<file path="config.mk">
export PLATFORM = sky130hd
export DESIGN_NAME = cereal_rx
export DESIGN_NICKNAME = d
export VERILOG_FILES = /design/src/rtl/cereal_rx.sv
export SDC_FILE = /design/constraint.sdc
export NUM_CORES = 1
export LEC_CHECK = 0
export CAP_MARGIN = 5
export CORE_MARGIN = 2
export CORE_UTILIZATION = 46
export CTS_CLUSTER_SIZE = 30
export DETAILED_ROUTE_END_ITERATION = 8
export GPL_ROUTABILITY_DRIVEN = 0
export GPL_TIMING_DRIVEN = 0
export PLACE_DENSITY = 0.79
export SYNTH_ARGS = -nofsm -noshare
export SYNTH_HDL_FRONTEND = slang
export SYNTH_SLANG_ARGS = --single-unit
</file>
<file path="constraint.sdc">
create_clock -name sysclk -period 2 [get_ports sysclk]
set_input_delay 0.2 -clock sysclk [delete_from_list [all_inputs] [get_ports sysclk]]
set_output_delay 0.2 -clock sysclk [all_outputs]
set_load 0.05 [all_outputs]
</file>
<file path="src/rtl/cereal_rx.sv">
`timescale 1ns/1ps
// ---------------------------------------------------------------------------
// cereal_rx - UART receiver for the 8N1 stream produced by the cereal
// transmitter (loopback or host link).
//
// A local bit-period counter recovers the bit timing on sysclk. Each bit is
// sampled near its middle. There is no shared clock divider.
//
// Optional feature:
//   `define CEREAL_RX_PARITY_EN  adds one even-parity bit between the data
//                                 bits and the stop bit (8E1 framing).
//
// Parameters:
//   CLKS_PER_BIT  sysclk cycles per serial bit (>= 8)
//   CNT_W         bit-period counter width (2**CNT_W > CLKS_PER_BIT)
//
// Ports:
//   sysclk      in   system clock; all logic on its rising edge
//   reset       in   synchronous, active-high reset
//   rxd         in   asynchronous serial line, idles high
//   data        out  last good received byte (LSB first on the wire)
//   valid       out  one-cycle strobe; data updates in the same cycle
//   busy        out  high whenever the receiver is not idle
//   frame_err   out  one-cycle strobe when the stop bit is sampled low
//   parity_err  out  one-cycle strobe on parity mismatch (0 without parity)
// ---------------------------------------------------------------------------
module cereal_rx #(
    parameter int CLKS_PER_BIT = 5208,
    parameter int CNT_W        = 13
) (
    input  logic       sysclk,
    input  logic       reset,
    input  logic       rxd,
    output logic [7:0] data,
    output logic       valid,
    output logic       busy,
    output logic       frame_err,
    output logic       parity_err
);

    typedef enum logic [2:0] {
        IDLE   = 3'd0,
        START  = 3'd1,
        DATA   = 3'd2,
        PARITY = 3'd3,
        STOP   = 3'd4,
        BREAK  = 3'd5
    } state_t;

    // The start bit is checked half a bit in, so every later sample
    // lands one full bit period further, near the middle of each bit.
    localparam logic [CNT_W-1:0] HALF_TC = CNT_W'(CLKS_PER_BIT / 2 - 1);
    localparam logic [CNT_W-1:0] BIT_TC  = CNT_W'(CLKS_PER_BIT - 1);

    state_t           state_q, state_d;
    logic [CNT_W-1:0] cnt_q, cnt_d;
    logic [2:0]       bitIdx_q, bitIdx_d;
    logic [7:0]       shift_q, shift_d;
    logic [7:0]       data_q, data_d;
    logic             valid_q, valid_d;
    logic             frameErr_q, frameErr_d;
    logic             parityErr_q, parityErr_d;
    logic             rxMeta_q, rxSync_q;
    logic             rxS;
    logic             parMismatch;
`ifdef CEREAL_RX_PARITY_EN
    logic             parBit_q, parBit_d;
`endif

    // Two-flop synchroniser. It resets to the idle (high) level so that
    // leaving reset never looks like a start bit.
    always_ff @(posedge sysclk) begin
        if (reset) begin
            rxMeta_q <= 1'b1;
            rxSync_q <= 1'b1;
        end else begin
            rxMeta_q <= rxd;
            rxSync_q <= rxMeta_q;
        end
    end

    assign rxS = rxSync_q;

`ifdef CEREAL_RX_PARITY_EN
    // With even parity, the XOR of all nine bits must be zero.
    assign parMismatch = ^{shift_q, parBit_q};
`else
    assign parMismatch = 1'b0;
`endif

    // State and datapath registers.
    always_ff @(posedge sysclk) begin
        if (reset) begin
            state_q     <= IDLE;
            cnt_q       <= '0;
            bitIdx_q    <= '0;
            shift_q     <= '0;
            data_q      <= '0;
            valid_q     <= 1'b0;
            frameErr_q  <= 1'b0;
            parityErr_q <= 1'b0;
`ifdef CEREAL_RX_PARITY_EN
            parBit_q    <= 1'b0;
`endif
        end else begin
            state_q     <= state_d;
            cnt_q       <= cnt_d;
            bitIdx_q    <= bitIdx_d;
            shift_q     <= shift_d;
            data_q      <= data_d;
            valid_q     <= valid_d;
            frameErr_q  <= frameErr_d;
            parityErr_q <= parityErr_d;
`ifdef CEREAL_RX_PARITY_EN
            parBit_q    <= parBit_d;
`endif
        end
    end

    // Next-state logic. The strobes default low, so each one is high for a
    // single cycle. The receiver returns to IDLE at mid-stop-bit, so a start
    // bit that directly follows the stop bit is still detected.
    always_comb begin
        state_d     = state_q;
        cnt_d       = cnt_q;
        bitIdx_d    = bitIdx_q;
        shift_d     = shift_q;
        data_d      = data_q;
        valid_d     = 1'b0;
        frameErr_d  = 1'b0;
        parityErr_d = 1'b0;
`ifdef CEREAL_RX_PARITY_EN
        parBit_d    = parBit_q;
`endif
        unique case (state_q)
            IDLE: begin
                if (!rxS) begin
                    cnt_d   = '0;
                    state_d = START;
                end
            end
            START: begin
                if (cnt_q == HALF_TC) begin
                    cnt_d = '0;
                    if (!rxS) begin
                        bitIdx_d = '0;
                        state_d  = DATA;
                    end else begin
                        // The line went back high before mid start bit,
                        // so this was a glitch and not a real start bit.
                        state_d = IDLE;
                    end
                end else begin
                    cnt_d = cnt_q + CNT_W'(1);
                end
            end
            DATA: begin
                if (cnt_q == BIT_TC) begin
                    shift_d  = {rxS, shift_q[7:1]};
                    bitIdx_d = bitIdx_q + 3'd1;
                    cnt_d    = '0;
                    if (bitIdx_q == 3'd7) begin
`ifdef CEREAL_RX_PARITY_EN
                        state_d = PARITY;
`else
                        state_d = STOP;
`endif
                    end
                end else begin
                    cnt_d = cnt_q + CNT_W'(1);
                end
            end
`ifdef CEREAL_RX_PARITY_EN
            PARITY: begin
                if (cnt_q == BIT_TC) begin
                    parBit_d = rxS;
                    cnt_d    = '0;
                    state_d  = STOP;
                end else begin
                    cnt_d = cnt_q + CNT_W'(1);
                end
            end
`endif
            STOP: begin
                if (cnt_q == BIT_TC) begin
                    cnt_d = '0;
                    if (!rxS) begin
                        // A framing error takes precedence over parity.
                        // The line may be held low (a break), so wait for
                        // it to go high before looking for a new start bit.
                        frameErr_d = 1'b1;
                        state_d    = BREAK;
                    end else if (parMismatch) begin
                        parityErr_d = 1'b1;
                        state_d     = IDLE;
                    end else begin
                        data_d  = shift_q;
                        valid_d = 1'b1;
                        state_d = IDLE;
                    end
                end else begin
                    cnt_d = cnt_q + CNT_W'(1);
                end
            end
            BREAK: begin
                if (rxS) begin
                    state_d = IDLE;
                end
            end
            default: begin
                state_d = IDLE;
            end
        endcase
    end

    assign data       = data_q;
    assign valid      = valid_q;
    assign frame_err  = frameErr_q;
    assign parity_err = parityErr_q;
    assign busy       = (state_q != IDLE);

endmodule

</file>
==> impl_metrics.py, run 1 <==
metrics = {
    "run_status": {
        "run_status": "complete, but fails checks",
        "violations": "setup timing",
    },
    "critical_path": {
        "cp_data_required_time_ns": 2.18,
        "critical_path_class": "reg2reg",
        "ff2ff_setup_slack_ns": -0.03,
        "reg2reg_to": "cnt_q[2]$_SDFFE_PP0P_",
        "crit_path_end_kind": "register",
        "cp.arrival_ns": 2.21,
        "start_kind": "register",
        "cp_max_fo": 5,
        "reg2regPathDepth": 7,
        "r2r-start": "cnt_q[8]$_SDFFE_PP0P_",
    },
    "die": {
        "fp.dieH_um": 66.0,
        "start_util_pct": 47.9,
        "io_pins": 15,
        "dieArea_sq_mm": 0.00435,
        "fp.coreArea_sq_mm": 0.00369,
        "rows": 22,
        "die_w_um": 66.0,
    },
    "yosys": {
        "synth_cells": 199,
        "ys_ff_latch": 39,
        "synth_top_area_cell": "dfxtp_1",
        "yosys_warnings": 0,
        "synth_area_leaders": "dfxtp_1 44%, nor2_1 6.2%, mux2i_1 5.1%",
        "seq_area_frac_synth_pct": 44.2,
        "synth_xor_area_share_pct": 4.96,
        "synth_compound_area_share_pct": 9.21,
        "syn_avg_cell_area_sq_um": 8.87,
        "synth_cell_types": 48,
        "syn-num-nets": 205,
        "synth_edf_count": 0,
        "synthFlopType": "dfxtp_1",
        "yosys.area_share.adder_pct": 2.76,
        "syn_area_sq_mm": 0.00177,
        "synth_top_area_share_pct": 44.2,
        "synth_top_family_by_area": "simple AND/OR/NAND/NOR gates",
        "async_flop_share_pct": 0,
        "yosys.area_share.simple_pct": 28.6,
        "synthMuxAreaShare_pct": 5.10,
    },
    "drt": {
        "wire_per_inst_um": 13.6,
        "viasPerCell": 5.30,
        "drtPass1Iterations": 4,
        "drc": 0,
        "ant_nets": 0,
        "via_count": 1499,
        "wl_um": 3840,
        "drt_iter0_markers": 186,
    },
    "sta": {
        "worst_pin_slew_ns": 0.498,
        "period_share_pct": 102,
        "clock_skew_ns": 0.00767,
        "layout_setup_ws_ns": -0.0331,
        "relSlewSlack_pct": 66.7,
        "rsz0062_at_grt": "true",
        "fmax_ghz": 0.492,
        "period_needed_ns": 2.03,
        "hold_viol": 0,
        "finalSetupViolations": 13,
        "final_max_slew_viol_count": 0,
    },
    "final_layout": {
        "layout-drive-gt1-share_pct": 23.4,
        "multi_input_area_sq_um": 951,
        "instances_no_fill": 283,
        "diodes": 0,
        "finalCoreUtilization_pct": 61.3,
        "ff_latch_area_sq_um": 795,
        "fin_area_sq_mm": 0.00226,
        "nFillCells": 309,
        "area_delta_synth_final_pct": 28.1,
        "nets": 240,
    },
    "clock_tree": {
        "numCtsBuffers": 5,
        "cts_root_buffer": "clkbuf_8",
        "cts_tree": "done",
        "cts.sinks": 39,
        "clk_latency_ns": 0.29,
        "clk_path_buf_depth": 2,
        "hold_buffers": 0,
        "h-tree-depth": 2,
        "cts.clk_slew.worst_paths_ns": 0.07,
    },
    "global_route": {
        "grt_overflow": 0,
        "grt_util_all_layers_pct": 17.6,
        "antenna_found_initial": 0,
        "grt_pass1_wl_um": 5780,
        "grt_pass1_vias": 1268,
        "grt_max_degree": 13,
    },
    "worst_hold_path": {
        "hold_class": "in2reg",
        "hold_path_depth": 2,
        "min_to": "state_q[1]$_SDFFE_PP0P_",
        "min_from": "reset",
    },
    "flow_run": {
        "max_cap_violations": 0,
    },
    "placement": {
        "post-dp-hpwl_um": 2180,
        "numPortBuffers": 12,
        "placed_cells": 259,
        "dpl_cell_area_sq_mm": 0.00195,
    },
    "power": {
        "worst_ir_drop_vdd_uv": 361,
        "total_power_uw": 1390,
        "power_density_mw_per_mm2": 614,
        "p_leak_uw": 0.000894,
    },
}
-- worst max-delay path: stages, from the launching register on --
cell,delay (ns)
dfxtp_4,0.35
or4bb_4,0.54
buf_6,0.13
nor3_4,0.22
o22a_1,0.26
a21o_1,0.21
buf_6,0.15
nor2_1,0.05
-- layout make-up --
cell class                      instances  area share (%)
Clock inverter                          2           0.553
Tap cell                               48            2.66
Timing Repair Buffer                   30            12.1
Sequential cell                        39            35.1
Multi-Input combinational cell        145            42.1
Inverter                                3           0.498
Clock buffer                            6            3.21
Buffer                                 10            3.82
-- synth_stat cells, types with 2 or more instances --
library cell  count
dfxtp_1          39
nor2b_1           3
nor2_1           29
and2_1            2
nand3_1           5
buf_6             3
o21ai_0           4
nor4_1            2
nor3_1            4
or4b_1            2
a22oi_1           3
clkbuf_1          5
nand2_1          21
xor2_1            2
ha_1              3
nor3b_1           2
nand4b_1          2
mux2i_1           9
a21oi_1          12
nand2b_1          2
or3_1             3
inv_1             3
xnor2_1           8
or2_2             2
nor4b_1           3
buf_2             3
and4_1            2
-- where the power goes --
part	switching (uW)	leakage, uW	internal (uW)	total, uW
clock network	265	0.0000412	243	508
registers	4.98	0.000319	779	784
logic	53.3	0.000534	42.8	96.1
total	323	0.000894	1070	1390
-- kinds of logic after synthesis --
logic type | after synthesis
buffers and inverters | 15
other | 1
AOI/OAI and AO/OA | 27
muxes | 9
adders and majority gates | 4
xor gates and xnor gates | 10
and+or+nand+nor | 94
DFF | 39
-- timing repair --
| action | 4_1_cts | 5_1_grt |
|---|---|---|
| endpoints found under the setup margin | 24 | 33 |
| pin swaps | 5 | 12 |
| gates resized for setup | 16 | 23 |
| setup buffers | 9 | 8 |
| cloned | 0 | 1 |
-- flip-flops by register name, indices dropped and copies added, names as in the netlist --
signal and count:
cnt_q 13, data 8, shift_q 8, bitIdx_q 3
state_q 3, frame_err 1, rxMeta_q 1, rxS 1
valid 1
-- through the flow --
stage | worst slack, ns | hold slack (ns) | TNS, ns
finish | -0.0331 | 0.309 | -0.232
global route | -0.124 | 0.339 | -1.06
CTS | -0.0113 | 0.307 | -0.0113
detailed placement | -0.141 | 0.406 | -2.69
global placement | -0.120 | 0.404 | -2.18
floorplan | 0.0453 | 0.304 | 0
-- layer usage --
layer	track usage, %	part of all wire, %	up-vias
met2	27.5	49	33
met5	0	0	-
li1	-	-	757
met3	5.11	3.7	4
met4	7.65	0.81	0
met1	22.7	47	705
-- worst max-delay path by stage --
| stage | start | to | slack, ns | cells after the start |
|---|---|---|---|---|
| 6_report | cnt_q[8]$_SDFFE_PP0P_ | cnt_q[2]$_SDFFE_PP0P_ | -0.03 | 7 |
| 5_1_grt | state_q[2]$_SDFFE_PP0P_ | cnt_q[8]$_SDFFE_PP0P_ | -0.12 | 7 |
| 4_1_cts | cnt_q[8]$_SDFFE_PP0P_ | bitIdx_q[1]$_SDFFE_PP0P_ | -0.01 | 6 |
| 3_5_place_dp | cnt_q[11]$_SDFFE_PP0P_ | data[6]$_SDFFE_PP0P_ | -0.14 | 6 |
| 3_3_place_gp | cnt_q[11]$_SDFFE_PP0P_ | data[2]$_SDFFE_PP0P_ | -0.12 | 6 |
| 2_1_floorplan | state_q[1]$_SDFFE_PP0P_ | cnt_q[7]$_SDFFE_PP0P_ | 0.05 | 6 |
-- placed cells by master, fill, tap and decap left out, types with 5 or more instances in the layout --
cell type,n
clkbuf_8,5
nor2_1,26
mux2i_1,9
buf_6,10
dfxtp_1,32
xnor2_1,8
buf_4,15
a21oi_1,12
dfxtp_2,5
clkdlybuf4s50_1,11
nand2_1,21
nand3_1,5
(Power assumes the default switching activity.)
==> inputs of run 2 (changes only) <==
--- a/config.mk
+++ b/config.mk
@@ -12,7 +12,7 @@
 export DETAILED_ROUTE_END_ITERATION = 8
 export GPL_ROUTABILITY_DRIVEN = 0
 export GPL_TIMING_DRIVEN = 0
-export PLACE_DENSITY = 0.79
+export PLACE_DENSITY = 0.77
 export SYNTH_ARGS = -nofsm -noshare
 export SYNTH_HDL_FRONTEND = slang
 export SYNTH_SLANG_ARGS = --single-unit
==> constraint.sdc (replaced) <==
create_clock -name sysclk -period 2.3 [get_ports sysclk]
set_input_delay 0.23 -clock sysclk [delete_from_list [all_inputs] [get_ports sysclk]]
set_output_delay 0.23 -clock sysclk [all_outputs]
set_load 0.05 [all_outputs]
==> run 2 against run 1 <==
  * The flow now finishes without violations
  * Register-to-register slack better by 0.20 ns
  * Clock skew is 0.0040 ns lower
  * Critical path type unchanged
  * Sequential cell count stayed put
==> impl_metrics.py, run 2 (synthesis gave the netlist of run 1 again) <==
metrics = {
    "run_status": {
        "run_status": "finished, final reports clean",
    },
    "clock_tree": {
        "cts.clk_slew.worst_paths_ns": 0.07,
        "clk_path_buf_depth": 2,
        "h-tree-depth": 2,
        "cts.sinks": 39,
        "cts_tree": "done",
        "numCtsBuffers": 5,
        "cts_setup_buffers": 0,
        "clk_latency_ns": 0.29,
        "cts_root_buffer": "clkbuf_8",
    },
    "critical_path": {
        "timing.critical_path.slowest_cell_delay_ns": 0.60,
        "critical_path.cell_chain": "or4b_1 > or4b_1 > buf_2 > o31a_1 > a22oi_1 > nor2_1",
        "critical_path_class": "reg2reg",
        "crit_path_end_kind": "register",
        "path_delay_family": "simple AND/OR/NAND/NOR gates",
        "cp.arrival_ns": 2.31,
        "cp_data_required_time_ns": 2.47,
        "crit_top_cell": "or4b_1",
        "cp_max_fo": 10,
        "cp_slowest_cell": "or4b_1",
        "start_kind": "register",
        "cp_num_buf_inv": 1,
    },
    "power": {
        "internal_power_uw": 913,
        "p_sw_uw": 275,
        "power_density_mw_per_mm2": 583,
        "p_leak_uw": 0.000766,
        "p_clk_share_pct": 37.5,
        "worst_ir_drop_vdd_uv": 248,
        "total_power_uw": 1190,
        "pwr-share-comb_pct": 5.0,
        "power_frac_seq_pct": 57.5,
        "p_sw_share_pct": 23.1,
    },
    "worst_hold_path": {
        "hold_class": "in2reg",
    },
    "sta": {
        "relSlewSlack_pct": 62.0,
        "clock_skew_ns": 0.00370,
        "fmax_ghz": 0.468,
        "worst_pin_slew_ns": 0.562,
        "final_max_slew_viol_count": 0,
        "hold_viol": 0,
        "finalSetupViolations": 0,
        "period_needed_ns": 2.14,
        "fin_setup_tns_ns": 0,
        "rsz0062_at_grt": "false",
        "period_share_pct": 92.9,
    },
    "global_route": {
        "grt_max_degree": 13,
        "grt_pass1_vias": 1233,
        "grt_overflow": 0,
        "grt_util_all_layers_pct": 16.3,
        "antenna_found_initial": 0,
        "grt_pass1_wl_um": 5430,
    },
    "final_layout": {
        "nets": 224,
        "layout-drive-gt1-share_pct": 9.59,
        "nFillCells": 352,
        "largest_register_ff_count": 13,
        "area_delta_synth_final_pct": 15.4,
        "fin_area_sq_mm": 0.00204,
        "layout_commonest_cell": "dfxtp_1",
        "regMostFlops": "cnt_q",
        "diodes": 0,
        "final_cell_mix": "39 x dfxtp_1, 29 x nor2_1, 21 x nand2_1",
    },
    "placement": {
        "post-dp-hpwl_um": 2210,
        "dpl_cell_area_sq_mm": 0.00195,
        "numPortBuffers": 12,
    },
    "drt": {
        "viasPerCell": 5.14,
        "top_layer_used": "met4",
        "drc": 0,
        "via_count": 1372,
        "wl_um": 3170,
        "wl_met3_um": 86,
        "wl_met2_um": 1330,
        "ant_nets": 0,
        "drt_iter0_markers": 62,
        "wl_met1_um": 1680,
        "drtPass1Iterations": 4,
        "wire_per_inst_um": 11.9,
    },
    "die": {
        "dieArea_sq_mm": 0.00435,
        "die_w_um": 66.0,
        "fp.dieH_um": 66.0,
        "rows": 22,
        "io_pins": 15,
        "start_util_pct": 47.9,
        "fp.coreArea_sq_mm": 0.00369,
    },
    "flow_run": {
        "max_cap_violations": 0,
    },
}
## run 2: metrics by stage
stage / hold WS [ns] / std cells / util (%) / setup WS, ns
2_1_floorplan: 0.334 / 199 / - / 0.345
3_3_place_gp: 0.394 / 259 / 52.7 / 0.147
3_5_place_dp: 0.396 / 259 / 52.7 / 0.0907
4_1_cts: 0.321 / 267 / 55.1 / 0.0793
5_1_grt: 0.357 / 267 / 55.3 / 0.0485
6_report: 0.334 / 267 / 55.3 / 0.163
## run 2: worst reg2reg max path, cell delays in order, from the launching register on
cell,delay (ns)
dfxtp_1,0.34
or4b_1,0.60
or4b_1,0.51
buf_2,0.20
o31a_1,0.16
a22oi_1,0.15
nor2_1,0.05
## run 2: what timing repair did
item / 4_1_cts / 5_1_grt
setup endpoints to repair: 0 / 13
hold buffers: 0 / 0
resized for setup: 0 / 3
## run 2: cell type report
| type | instances | area (sq um) | share of cell area [%] |
|---|---|---|---|
| Timing Repair Buffer | 12 | 120 | 5.89 |
| Clock buffer | 6 | 72.6 | 3.56 |
| Sequential cell | 39 | 781 | 38.3 |
| Tap cell | 48 | 60.1 | 2.95 |
| Clock inverter | 2 | 12.5 | 0.614 |
| Multi-Input combinational cell | 145 | 905 | 44.4 |
| Buffer | 12 | 76.3 | 3.74 |
| Inverter | 3 | 11.3 | 0.552 |
## run 2: power groups by stage
stage,registers (uW),clock network (uW),logic (uW)
final,683,445,59.0
after global routing,684,480,64.8
after CTS,683,458,59.4
after detailed placement,699,0,59.0
after global placement,699,0,58.9
after floorplan,698,0,45.6
## run 2: worst paths after layout
kind / from / endpoint / slack [ns] / cells past startpoint
worst min-delay path: reset / shift_q[6]$_SDFFE_PP0P_ / 0.33 / 2
worst min register to register: rxMeta_q$_SDFF_PP1_ / rxS$_SDFF_PP1_ / 0.41 / 1
worst max-delay path: cnt_q[11]$_SDFFE_PP0P_ / bitIdx_q[2]$_SDFFE_PP0P_ / 0.16 / 6
worst max register to register: cnt_q[11]$_SDFFE_PP0P_ / bitIdx_q[2]$_SDFFE_PP0P_ / 0.16 / 6
## run 2: layer usage
layer	vias to the layer above	global-route usage (%)
li1	721	-
met1	623	22.1
met2	19	23.9
met3	9	4.60
met4	0	7.91
met5	-	0
